<file path="config.mk">
export PLATFORM = sky130hd
export DESIGN_NAME = free_blk_fifo
export DESIGN_NICKNAME = d
export VERILOG_FILES = /design/src/rtl/NVM_pkg.sv /design/src/rtl/blk_fifo_ram.sv /design/src/rtl/free_blk_fifo.sv
export SDC_FILE = /design/constraint.sdc
export NUM_CORES = 1
export LEC_CHECK = 0
export BUFFER_PORTS_ARGS = -buffer_cell sky130_fd_sc_hd__buf_2
export CORE_ASPECT_RATIO = 1.25
export CORE_MARGIN = 3
export CORE_UTILIZATION = 50
export DETAILED_ROUTE_END_ITERATION = 10
export GPL_TIMING_DRIVEN = 0
export PLACE_DENSITY = 0.78
export REMOVE_ABC_BUFFERS = 1
export SLEW_MARGIN = 20
export SYNTH_ARGS = -nofsm -noshare
export SYNTH_HDL_FRONTEND = slang
export SYNTH_SLANG_ARGS = --single-unit
</file>
<file path="constraint.sdc">
create_clock -name CLK -period 3.38 [get_ports CLK]
set_clock_uncertainty 0.05 [all_clocks]
set_input_delay 0.169 -clock CLK [delete_from_list [all_inputs] [get_ports CLK]]
set_output_delay 0.169 -clock CLK [all_outputs]
set_load 0.05 [all_outputs]
</file>
<file path="src/rtl/NVM_pkg.sv">
// Shared types and defaults for the NVM flash translation free-block path.
package NVM_pkg;

  localparam int unsigned BLK_ADDR_W_DFLT = 8;
  localparam int unsigned GC_THRESH_DFLT  = 3;

  typedef logic [BLK_ADDR_W_DFLT-1:0] blk_addr_t;

  typedef enum logic [1:0] {
    IDLE = 2'd0,
    INIT = 2'd1,
    RUN  = 2'd2
  } free_fifo_state_t;

endpackage

</file>
<file path="src/rtl/blk_fifo_ram.sv">
// Block-address storage: one synchronous write port, one asynchronous read port.
module blk_fifo_ram #(
  parameter int unsigned AddrW = 4,
  parameter int unsigned DataW = 8
) (
  input  logic             clk_i,
  input  logic             we_i,
  input  logic [AddrW-1:0] waddr_i,
  input  logic [DataW-1:0] wdata_i,
  input  logic [AddrW-1:0] raddr_i,
  output logic [DataW-1:0] rdata_o
);

  logic [DataW-1:0] mem_q [2**AddrW];

  always_ff @(posedge clk_i) begin
    if (we_i) begin
      mem_q[waddr_i] <= wdata_i;
    end
  end

  assign rdata_o = mem_q[raddr_i];

endmodule

</file>
<file path="src/rtl/free_blk_fifo.sv">
// Free-block pool: fills itself with consecutive clean block addresses, hands them out
// show-ahead on request and takes back GC-reclaimed blocks.
module free_blk_fifo
  import NVM_pkg::*;
#(
  parameter int unsigned FIFO_SIZE_BIT_NUM = 4,
  parameter int unsigned BLK_ADDR_W        = 8,
  parameter int unsigned INIT_BASE         = 0,
  parameter int unsigned GC_THRESH         = GC_THRESH_DFLT
) (
  input  logic                         CLK,
  input  logic                         nRST,
  input  logic                         initial_fifo,
  input  logic                         pop_req,
  output logic                         pop_valid,
  output logic [BLK_ADDR_W-1:0]        pop_blk,
  input  logic                         fifo_recover_en,
  input  logic [BLK_ADDR_W-1:0]        recover_blk,
  output logic [FIFO_SIZE_BIT_NUM-1:0] clean_num,
  output logic                         ini_full,
  output logic                         gc_start,
  output logic                         empty,
  output logic                         full,
  output logic                         overflow_err
);

  localparam int unsigned N = FIFO_SIZE_BIT_NUM;
  localparam logic [N-1:0] Cap = {N{1'b1}};
  localparam logic [N-1:0] One = {{(N-1){1'b0}}, 1'b1};
  localparam logic [BLK_ADDR_W-1:0] InitBase = BLK_ADDR_W'(INIT_BASE);

  free_fifo_state_t state_q, state_d;
  logic [N-1:0] wr_ptr_q, wr_ptr_d;
  logic [N-1:0] rd_ptr_q, rd_ptr_d;
  logic [N-1:0] cnt_q, cnt_d;
  logic         ovf_q, ovf_d;
  logic         ini_full_q, ini_full_d;
  logic         gc_start_q, gc_start_d;

  logic                  run;
  logic                  pop_ok;
  logic                  push_ok;
  logic                  we;
  logic [BLK_ADDR_W-1:0] wdata;
  logic [BLK_ADDR_W-1:0] rdata;

  assign run     = (state_q == RUN);
  assign empty   = (cnt_q == '0);
  assign full    = (cnt_q == Cap);
  assign pop_ok  = run && !initial_fifo && pop_req && !empty;
  // A pop in the same cycle frees a slot, so a push into a full pool is still accepted.
  assign push_ok = run && !initial_fifo && fifo_recover_en && (!full || pop_ok);

  always_comb begin
    state_d  = state_q;
    wr_ptr_d = wr_ptr_q;
    rd_ptr_d = rd_ptr_q;
    cnt_d    = cnt_q;
    ovf_d    = ovf_q;
    we       = 1'b0;
    wdata    = recover_blk;

    if (initial_fifo) begin
      state_d  = INIT;
      wr_ptr_d = '0;
      rd_ptr_d = '0;
      cnt_d    = '0;
      ovf_d    = 1'b0;
    end else begin
      unique case (state_q)
        IDLE: ;
        INIT: begin
          // The write pointer doubles as the init index i.
          we       = 1'b1;
          wdata    = InitBase + BLK_ADDR_W'(wr_ptr_q);
          wr_ptr_d = wr_ptr_q + One;
          cnt_d    = cnt_q + One;
          if (cnt_q == Cap - One) begin
            state_d = RUN;
          end
          if (fifo_recover_en) begin
            ovf_d = 1'b1;
          end
        end
        RUN: begin
          if (push_ok) begin
            we       = 1'b1;
            wr_ptr_d = wr_ptr_q + One;
          end
          if (pop_ok) begin
            rd_ptr_d = rd_ptr_q + One;
          end
          if (push_ok && !pop_ok) begin
            cnt_d = cnt_q + One;
          end else if (pop_ok && !push_ok) begin
            cnt_d = cnt_q - One;
          end
          if (fifo_recover_en && !push_ok) begin
            ovf_d = 1'b1;
          end
        end
        default: state_d = IDLE;
      endcase
    end

    ini_full_d = (state_d == RUN);
    gc_start_d = (state_d == RUN) && (32'(cnt_d) <= GC_THRESH);
  end

  always_ff @(posedge CLK) begin
    if (!nRST) begin
      state_q    <= IDLE;
      wr_ptr_q   <= '0;
      rd_ptr_q   <= '0;
      cnt_q      <= '0;
      ovf_q      <= 1'b0;
      ini_full_q <= 1'b0;
      gc_start_q <= 1'b0;
    end else begin
      state_q    <= state_d;
      wr_ptr_q   <= wr_ptr_d;
      rd_ptr_q   <= rd_ptr_d;
      cnt_q      <= cnt_d;
      ovf_q      <= ovf_d;
      ini_full_q <= ini_full_d;
      gc_start_q <= gc_start_d;
    end
  end

  blk_fifo_ram #(
    .AddrW (N),
    .DataW (BLK_ADDR_W)
  ) u_ram (
    .clk_i   (CLK),
    .we_i    (we),
    .waddr_i (wr_ptr_q),
    .wdata_i (wdata),
    .raddr_i (rd_ptr_q),
    .rdata_o (rdata)
  );

  assign pop_valid    = pop_ok;
  assign pop_blk      = (run && !empty) ? rdata : '0;
  assign clean_num    = cnt_q;
  assign ini_full     = ini_full_q;
  assign gc_start     = gc_start_q;
  assign overflow_err = ovf_q;

endmodule
</file>
After elaboration in Yosys (flattened, before gate mapping)
Memories as Yosys holds them, arrays and structs flattened. A register that Yosys moved wholly into a read port is not among the register bits.
Index checks and enable logic that the tools add are counted.
- add/sub/neg operators: 4
- magnitude comparators: 1
- equal/unequal tests: 8
- mux-type cells: 22
- bitwise gates (word level): 1
- reduce and logical (&&, ||, !) cells: 24
- operators with widths (operator ; count):
    $mux W4 ; 6
    $mux W8 ; 3
    $pmux W4 S2 ; 2
    $add A4 B1 Y4 const B ; 3
    $logic_and A1 B1 Y1 ; 10
    $eq A4 B4 Y1 const B ; 2
    $mux W1 ; 6
    $logic_not A1 Y1 ; 5
    $eq A2 B2 Y1 const B ; 2
    $le A4 B2 Y1 const B ; 1
    $logic_not A4 Y1 ; 1
    $mux W2 ; 2
    $ne A2 B1 Y1 const B ; 2
    $pmux W1 S2 ; 2
    $pmux W2 S2 ; 1
    $reduce_and A2 Y1 ; 2
    $reduce_or A2 Y1 ; 2
    $sub A4 B1 Y4 const B ; 1
    $reduce_and A3 Y1 ; 1
    $eq A2 B1 Y1 const B ; 1
    $logic_not A2 Y1 ; 1
    $ne A2 B2 Y1 const B ; 1
    $reduce_bool A2 Y1 ; 1
    $logic_or A1 B1 Y1 ; 1
    $not A1 Y1 ; 1
- flip-flop bits (word level): 17
- RAM bits: 128
- input port bits: 13
- output and inout port bits: 18
- logic and storage cells: 68
- memories kept: 1
- memory list (name ; words ; width ; rd ports ; clocked after memory_dff ; write ports ; line ; RTL):
    u_ram.mem_q ; 16 ; 8 ; 1 ; 1 ; 1 ; blk_fifo_ram.sv:14 ; logic [DataW-1:0] mem_q [2**AddrW];

Longest topological paths before layout
Gate-level depths: netlist of the first run.
- depth in word-level cells: 14
- gate-level depth with buffers: 8

Hierarchy
From an unflattened synthesis of the first run, not the netlist that was laid out.
- cell total of the unflattened synthesis: 370
- area total of the unflattened synthesis: 6238.5 µm²
- modules (own cells, without submodules) (module ; times used ; cells an instance ; area each (µm²)):
    blk_fifo_ram ; 1 ; 221 ; 4987.3
    free_blk_fifo ; 1 ; 149 ; 1251.2

Worst setup path before layout of the first run
Ideal clock, no wire load.
- path kind: reg2reg
- from: register cnt_q[0] (netlist: clean_num[0])
- to: register gc_start_q (netlist: gc_start)
- data arrival time: 2.537 ns
- data required time: 3.213 ns
- setup slack: 0.676 ns
- cell stages (with the launch flop): 9
- path buffers: 0
- clock period less this slack: 2.704 ns
- path through: dfxtp_1 -> inv_1 -> ha_1 -> nand2_2 -> inv_2 -> nor2_4 -> mux2i_1 -> mux2_1 -> and4b_1
- cells in the longest elaborated chain, start to end: 13
- elaborated cells between the ends (all ways): 24
- ends and longest elaborated chain (what ; line ; RTL):
    start, declared ; free_blk_fifo.sv:35 ; logic [N-1:0] cnt_q, cnt_d;
    start signal, assigned ; free_blk_fifo.sv:123 ; cnt_q <= cnt_d;
    $logic_not A4 Y1 * ; free_blk_fifo.sv:48 ; assign empty = (cnt_q == '0);
    named net empty ; free_blk_fifo.sv:22 ; output logic empty,
    $logic_not A1 Y1 * ; free_blk_fifo.sv:50 ; assign pop_ok = run && !initial_fifo && pop_req && !empty;
    $logic_and A1 B1 Y1 * ; free_blk_fifo.sv:50 ;
    named net pop_valid ; free_blk_fifo.sv:15 ; output logic pop_valid,
    $logic_or A1 B1 Y1 ; free_blk_fifo.sv:52 ; assign push_ok = run && !initial_fifo && fifo_recover_en && (!full || pop_ok);
    $logic_and A1 B1 Y1 ; free_blk_fifo.sv:52 ;
    $logic_not A1 Y1 ; free_blk_fifo.sv:95 ; end else if (pop_ok && !push_ok) begin
    $logic_and A1 B1 Y1 ; free_blk_fifo.sv:95 ;
    $mux W4 ; free_blk_fifo.sv:95 ;
    $mux W4 * ; free_blk_fifo.sv:93 ; if (push_ok && !pop_ok) begin
    $pmux W4 S2 * ; free_blk_fifo.sv:70 ; unique case (state_q)
    $mux W4 * ; free_blk_fifo.sv:63 ; if (initial_fifo) begin
    $le A4 B2 Y1 * ; free_blk_fifo.sv:107 ; gc_start_d = (state_d == RUN) && (32'(cnt_d) <= GC_THRESH);
    $logic_and A1 B1 Y1 * ; free_blk_fifo.sv:107 ;
    end signal, assigned ; free_blk_fifo.sv:126 ; gc_start_q <= gc_start_d;
    end, declared ; free_blk_fifo.sv:38 ; logic gc_start_q, gc_start_d;
Mark *: on every way through the listed nets, which the timed path passes. The rest lies on a longest branch.
A chain may end at the register's enable or synchronous reset.

Worst setup path in the final report of the first run
- from: register state_q[0]
- to: memory u_ram.mem_q[8][7] (enable)
- cells in the longest elaborated chain, start to end: 11
- elaborated cells between the ends (all ways): 13
- ends and longest elaborated chain (what ; line ; RTL):
    start, declared ; free_blk_fifo.sv:32 ; free_fifo_state_t state_q, state_d;
    start signal, assigned ; free_blk_fifo.sv:120 ; state_q <= state_d;
    $eq A2 B2 Y1 ; free_blk_fifo.sv:47, free_blk_fifo.sv:70 ;
    $logic_and A1 B1 Y1 ; free_blk_fifo.sv:50, free_blk_fifo.sv:52 ;
    $logic_and A1 B1 Y1 (2 in a row) ; free_blk_fifo.sv:50 ;
    $logic_or A1 B1 Y1 ; free_blk_fifo.sv:52 ;
    $logic_and A1 B1 Y1 ; free_blk_fifo.sv:52 ;
    $mux W1 ; free_blk_fifo.sv:86 ; if (push_ok) begin
    $pmux W1 S2 * ; free_blk_fifo.sv:70 ;
    $mux W1 * ; free_blk_fifo.sv:63 ;
    $mux W1 * ; blk_fifo_ram.sv:17 ; if (we_i) begin
    $mux W1 (not written as such) * ; blk_fifo_ram.sv:18 ; mem_q[waddr_i] <= wdata_i;
    end, declared ; blk_fifo_ram.sv:14 ;
Every way passes the cells marked *; elsewhere a longest branch is shown, timed or not.

==> metrics list, run 1 <==
- Unique cell type count in the Yosys netlist: 44
- Inserted Clock Buffers: 17
* Ratio of cells with drive above 1 in the final layout: around 26%
- Effective utilization at floorplan: 51.62%
* TritonCTS Sinks: around 150
* Count of H-tree levels built during CTS: 4
* Number of vias per cell: 5.965
* Maximum number of pins on one net before global-route repair: 25
* Max-capacitance violation count: 0
* Die width: 106.5 um
* Fraction of the yosys area taken by sequential cells: 67.61%
* Run status: completed
- The tightest min-delay check is of the primary input to flip-flop type.
* Highest clock frequency the design can meet: 316.1 MHz
* I/O pin total: 31
- Max transition margin: 37.10%
* Syn Std Cell Area: 6307 um^2
* Cell Pwr Density: 556.7 nW/um^2
- Slew of the pin with the lowest slew margin: 937.2 ps
- Wire length of the first global-routing pass: about 20 mm
- Synthesis handed over a netlist of 358 instances.
- In the final routed layout, each cell accounts on average for 22.69 um.
- The design draws 4.060 mW.
- In this run the static leakage power is 2.479 nW.
- Placed cells: 540
* Insertion delay to the later sink of the worst-skew pair: just over 400 ps
* Antenna violations before repair: 0
* Tmin final: 3164 ps
* Total setup violations reported at the end of the flow: 0
- Worst Path Max Fanout: 17
- The worst setup path is captured at a flip-flop.
* Core region area: 12220 um^2
* Post-synthesis to final-layout area growth: 15.61%
- Proportion of register bits with asynchronous set or reset after synthesis: 0%
* Die outline area: 14010 um^2
* Via count of the first global-routing pass: 3471
* Top flip-flop cell by instance count after synthesis: edfxtp_1
- The pre-antenna-repair detailed-routing pass consisted of 5 iterations.
* Worst IR drop on VDD: between 0.3 and 0.4 mV
* Number of non-filler instances in the completed layout: 573
* Startpoint type of the worst setup path: flip-flop
* Clock transition at path regs: ~60 ps
* Number of warning messages in the yosys log: 0
- WL final: 13.00 mm
- Setup repair after global routing left no endpoint under its margin.
* Floorplan row count: 45
- In this run the clock root is driven by a clkbuf_16.
* Number of enable-type register cells in the synthesized netlist: 128
* Remaining routing DRC violations: 0
* Height of the die: around 130 um
* Detailed Place HPWL: 8.062 mm
- The first routing iteration left 340 violations.
* Total of flip-flops plus latches after synthesis: 149
- After routing the design area is approximately 7300 um^2.
- CP Data Arrival Time: 3150 ps
* Hold violation total from the final report: 0
- Final estimated routing congestion in global placement: 0.8220
- TritonCTS built the clock tree.
* CP Data Required Time: 3360 ps
* Overall routing resource usage: 19.52%
- The setup path with the least slack is of type flip-flop to flip-flop.
- The final number of max-transition violations came to 0.
- Number of nets with antenna violations after routing: 0
- Post-DP Area: 6640 um^2
- Final clock period utilization by the worst path: 93.61%
* Quantity of I/O buffers inserted on ports: 30
* Count of antenna diodes in the layout: 0
* Total gr overflow: 0
- Number of nets in the final layout: 421
* Average cell area after synthesis: 17.62 um^2
- On the final layout, the worst hold slack is 79.02 ps.
- Maximum buffer depth of the clock tree: 2
- Adding up every negative setup slack in the final design gives 0 ps.
* Total number of vias: 3418
metal layers:
metal	up-vias	routed length (um)	GRT usage (%)
li1	1512	-	-
met1	1741	5082	24.70
met2	147	6929	33.30
met3	18	780	3.784
met4	0	208	7.392
met5	-	0	0
flip-flops by register name (all words and copies together) (netlist names), named ones only:
signal and cells:
gc_start 1, overflow_err 1, u_ram.mem_q 128, state_q 2
clean_num 4, ini_full 1, wr_ptr_q 4, rd_ptr_q 4
what timing repair did:
item	4_1_cts	5_1_grt
buffers inserted	0	0
resized for setup	0	6
hold endpoints to repair	2	0
endpoints found under the setup margin	0	41
hold buffers	1	0
layout make-up:
type                    instances  area (um^2)
clock buffers                  21        470.5
clock inverters                11        147.6
fillers                       900         4926
inverters                      12        45.04
multi-input cells             179         1927
flip-flops and latches        149         4267
well taps                     164        205.2
repair buffers                 37        230.2
cells in the mapped netlist, types with 4 or more instances:
master / n / share of area [%]
clkbuf_1: 11 / 0.65
mux4_1: 24 / 10
mux2i_1: 4 / 0.63
xor2_1: 4 / 0.56
nand2_1: 16 / 0.95
dfxtp_1: 21 / 6.7
inv_2: 4 / 0.24
nor2_1: 30 / 1.8
inv_1: 8 / 0.48
ha_1: 12 / 2.4
edfxtp_1: 128 / 61
a21oi_1: 7 / 0.56
nor3_1: 9 / 0.71
mux4_2: 16 / 5.7
mux2_1: 4 / 0.71
and3_1: 10 / 0.99
nor4_1: 4 / 0.40
and2_1: 4 / 0.40
power breakdown:
group | total (mW) | internal (mW) | switching (mW)
registers | 2.01 | 2.01 | 0.00406
logic | 0.0987 | 0.0270 | 0.0717
clock network | 1.95 | 1.23 | 0.723
worst max-delay path, cell delays in order, from the launching register on:
cell and delay (ps):
dfxtp_1 330, inv_1 130, ha_1 620, nand3b_1 240, nor2_1 270, o211a_2 250
nand2_1 150, nor2_1 750
per-stage QoR:
stage          utilization [%]  setup WS (ps)
2_1_floorplan                -          504.4
3_3_place_gp             53.59         -280.8
3_5_place_dp             54.35          108.1
4_1_cts                  59.49          86.00
5_1_grt                  59.68          10.20
6_report                 59.68          216.0
path summary, 6_finish.rpt:
path	start	endpoint	slack (ps)	depth (start not counted)
worst max register to register	state_q[0]$_SDFF_PN0_	u_ram.mem_q[8][7]$_DFFE_PP_	220	7
worst min-delay path	initial_fifo	ini_full$_SDFF_PN0_	80	2
worst max-delay path	state_q[0]$_SDFF_PN0_	u_ram.mem_q[8][7]$_DFFE_PP_	220	7
worst min register to register	overflow_err$_SDFFE_PP0P_	overflow_err$_SDFFE_PP0P_	460	2
placed cells by master (no fill, tap or decap), types with 2 or more instances in the layout:
cell type  netlist  final
a21oi_1          7      7
a32oi_1          2      2
and2_1           4      4
and3_1          10     10
and4b_1          2      2
buf_12           1      2
buf_2            1     30
buf_4            0      4
bufinv_16        0      3
clkbuf_16        0     17
clkbuf_8         0      3
clkinv_2         0      3
dfxtp_1         21     19
dfxtp_2          0      2
edfxtp_1       128    128
ha_1            12     12
inv_1            8      8
inv_2            4      4
inv_6            0      3
mux2_1           4      4
mux2i_1          4      4
mux4_1          24     24
mux4_2          16     16
nand2_1         16     16
nand2b_1         2      2
nand3b_1         3      3
nand4_1          2      2
nor2_1          30     22
nor2_2           0      8
nor2b_1          2      2
nor3_1           9      5
nor3_2           0      4
nor4_1           4      4
o21a_1           2      2
o21ai_0          3      3
o21ai_1          3      2
o22ai_1          2      2
xnor2_1          2      2
xor2_1           4      4
logic make-up (layout without fill, tap and decap cells):
group	count (synthesis)	in the layout	share of synthesized area, %
multiplexers	48	48	17.06
adder cells (fa/ha/maj)	12	12	2.380
flip-flops	149	149	67.61
AO/OA/AOI/OAI	25	25	2.599
AND/OR/NAND/NOR	88	88	6.983
XOR/XNOR	6	6	0.8332
buffers and inverters	30	81	2.539
(Power assumes the default switching activity.)
==> run 2: changes to the inputs <==
--- a/config.mk
+++ b/config.mk
@@ -9,6 +9,7 @@
 export CORE_ASPECT_RATIO = 1.25
 export CORE_MARGIN = 3
 export CORE_UTILIZATION = 50
+export CTS_BUF_LIST = sky130_fd_sc_hd__clkbuf_4
 export DETAILED_ROUTE_END_ITERATION = 10
 export GPL_TIMING_DRIVEN = 0
 export PLACE_DENSITY = 0.78
==> metrics list, run 2 (synthesis gave the netlist of run 1 again) <==
- DRC marker count from the first detailed-route iteration: 339 (-0.29%)
* Via count of the first global-routing pass: 3429 (-1.2%)
* Comb power frac: 3.1% (+0.7 points)
- The number of inserted filler cells in the final layout came to 942 (+4.7%).
* Die outline area: 14010 um^2 (unchanged)
- Cell Pwr Density: 463.3 nW/um^2 (-17%)
- The library cell used most frequently in the layout, excluding fill and tap cells, is edfxtp_1.
- Drt pass-1 iters: 6 (+1)
- CP Data Required Time: 3480 ps (+120 ps)
- The total detailed-routing wirelength is 12.66 mm (-2.7%).
- Ratio of cells with drive above 1 in the final layout: 24.09% (-1.6 points)
* Worst IR drop on VDD: 0.2165 mV (-30%)
- The final cell utilization of the core is 57.12% (-2.6 points).
* Mean routed wirelength per cell: 21.97 um (-3.2%)
- The run finished with clean final reports.
* Die width: 106.5 um (unchanged)
- The post-layout net count was 423 (+0.48%).
- Max-capacitance violation count: 0 (unchanged)
- Internal power: 2.552 mW (-22%)
- Portion of total power attributed to sequential cells: 62.2% (+13 points)
- TritonCTS Sinks: 149 (unchanged)
- Critical path class: flip-flop to flip-flop
- Sw Pwr: 682.3 uW (-15%)
* Maximum number of pins on one net before global-route repair: 25 (unchanged)
* Total setup violations reported at the end of the flow: 0 (unchanged)
* Unrepaired setup endpoints after global routing: yes
- The latest clock arrival within the worst-skew pair was 520 ps (+110 ps).
- CTS placed an instance of clkbuf_4 at the clock tree root.
- Clock tree from TritonCTS: yes
* Detailed Place HPWL: 8.062 mm (unchanged)
* Count of H-tree levels built during CTS: 4 (unchanged)
- Cell leakage power: 2.344 nW (-5.4%)
- Overall routing resource usage: 19.20% (-0.32 points)
* Multi-input logic area: 1916 um^2 (-0.58%)
- Startpoint type of the worst setup path: flip-flop
* Total gr overflow: 0 (unchanged)
* Max transition margin: 27.02% (-10 points)
* Hold violation total from the final report: 0 (unchanged)
* Clock transition at path regs: 120 ps (+60 ps)
- The peak fanout along the critical path came to 17 (unchanged).
- I/O pin total: 31 (unchanged)
- More flip-flops sit in one register than any other, and that register is u_ram.mem_q.
- The post-detailed-route count of antenna-violating nets came to 0 (unchanged).
* Height of the die: 131.6 um (unchanged)
- The number of design rule violations left after detail routing is 0 (unchanged).
- Antenna violations before repair: 1 (+1)
* Total area of sequential cells: 4267 um^2 (unchanged)
- The number of core rows is 45 (unchanged).
- Post-synthesis to final-layout area growth: 10.65%
* Wire length of the first global-routing pass: 19.66 mm (-2.1%)
- The pin slew with the least headroom to its limit came to 1087 ps (+150.3 ps).
* Number of flip-flops under the largest register name: 128 (unchanged)
* Inserted Clock Buffers: 17 (unchanged)
- The relative contribution of the clock network to total power is 34.8% (-13 points).
* Power, Total: 3.234 mW (-20%)
- The min-delay analysis places its worst path in the category primary input to flip-flop.
- Kind of end point of the critical path: flip-flop
- Most used cells in the layout excluding fill and tap cells: edfxtp_1, buf_2, nor2_1
- The highest achievable clock rate was 315.0 MHz (-0.35%).
* Final clock period utilization by the worst path: 93.94% (+0.33 points)
* Net switching fraction of the power: 21.10% (+1.4 points)
- The final number of max-transition violations is 0 (unchanged).
* Quantity of I/O buffers inserted on ports: 30 (unchanged)
- The routability-driven placement congestion ratio is 0.8220 (unchanged).
- The via total after detailed routing came to 3409 (-0.26%).
- Effective utilization at floorplan: 51.62% (unchanged)
* Core region area: 12220 um^2 (unchanged)
* Maximum buffer depth of the clock tree: 2 (unchanged)
- Tmin final: 3175 ps (+11.07 ps)
- The vias per cell was 5.918 (-0.78%).
- The data arrival time at the worst-slack endpoint is 3280 ps (+130 ps).
[run 2: cell types whose count changed in the layout (fill, tap and decap cells not counted), moves of 2 or more]
cell,previous run,this run
clkbuf_4,0,18
clkbuf_16,17,0
clkbuf_8,3,0
clkinv_1,0,3
nor2_1,22,25
nor2_2,8,5
dlygate4sd3_1,1,3
[run 2: stage by stage]
| stage | std cells | setup slack (ps) | cell area [um^2] | hold WS (ps) | TNS (ps) |
|---|---|---|---|---|---|
| floorplan | 340 | 504.4 | 6192 | 207.0 | 0 |
| global route | 576 | -2.871 | 6979 | 147.0 | -12.41 |
| detailed placement | 540 | 108.1 | 6640 | 384.5 | 0 |
| global placement | 534 | -280.8 | 6548 | 379.3 | -9198 |
| CTS | 575 | 98.46 | 6964 | 92.99 | 0 |
| finish | 576 | 204.9 | 6979 | 144.5 | 0 |
[run 2: final cells by class]
type / instances / share of cell area, %
diodes: 1 / 0.03586
clock buffers: 18 / 1.936
clock inverters: 14 / 2.277
inverters: 12 / 0.6454
multi-input cells: 179 / 27.45
flip-flops and latches: 149 / 61.13
well taps: 164 / 2.940
repair buffers: 39 / 3.586
[run 2: what timing repair did]
item | CTS | global route
hold buffers | 3 | 0
buffers inserted | 0 | 0
hold endpoints to repair | 3 | 0
endpoints found under the setup margin | 0 | 30
resized for setup | 0 | 4
[run 2: worst max-delay path: stages, from the launching register on]
cell      delay, ps
dfxtp_1         350
inv_1           130
ha_1            600
nand3b_1        240
nor2_1          260
o211a_2         250
nand2_1         150
nor2_1          760
[run 2: path summary, 6_finish.rpt]
path                        startpoint                            to  slack (ps)  depth (start not counted)
min reg2reg  overflow_err$_SDFFE_PP0P_     overflow_err$_SDFFE_PP0P_         480                          2
max              state_q[0]$_SDFF_PN0_  u_ram.mem_q[14][4]$_DFFE_PP_         200                          7
min                    fifo_recover_en       clean_num[0]$_SDFF_PN0_         140                          4
max reg2reg      state_q[0]$_SDFF_PN0_  u_ram.mem_q[14][4]$_DFFE_PP_         200                          7
[run 2: layer usage]
metal | up-vias | part of all wire, % | GRT usage [%]
met2 | 145 | 54 | 33.02
met5 | - | 0 | 0
met4 | 0 | 1.9 | 7.605
met3 | 21 | 6.5 | 4.226
met1 | 1727 | 38 | 23.56
li1 | 1516 | - | -
[run 2: power groups by stage]
stage | Sequential [mW] | Combinational [mW] | Clock [mW]
6_report | 2.01 | 0.0993 | 1.12
5_1_grt | 2.01 | 0.110 | 1.22
4_1_cts | 2.01 | 0.0983 | 1.15
3_5_place_dp | 2.05 | 0.0961 | 0
3_3_place_gp | 2.05 | 0.0899 | 0
2_1_floorplan | 2.05 | 0.0561 | 0
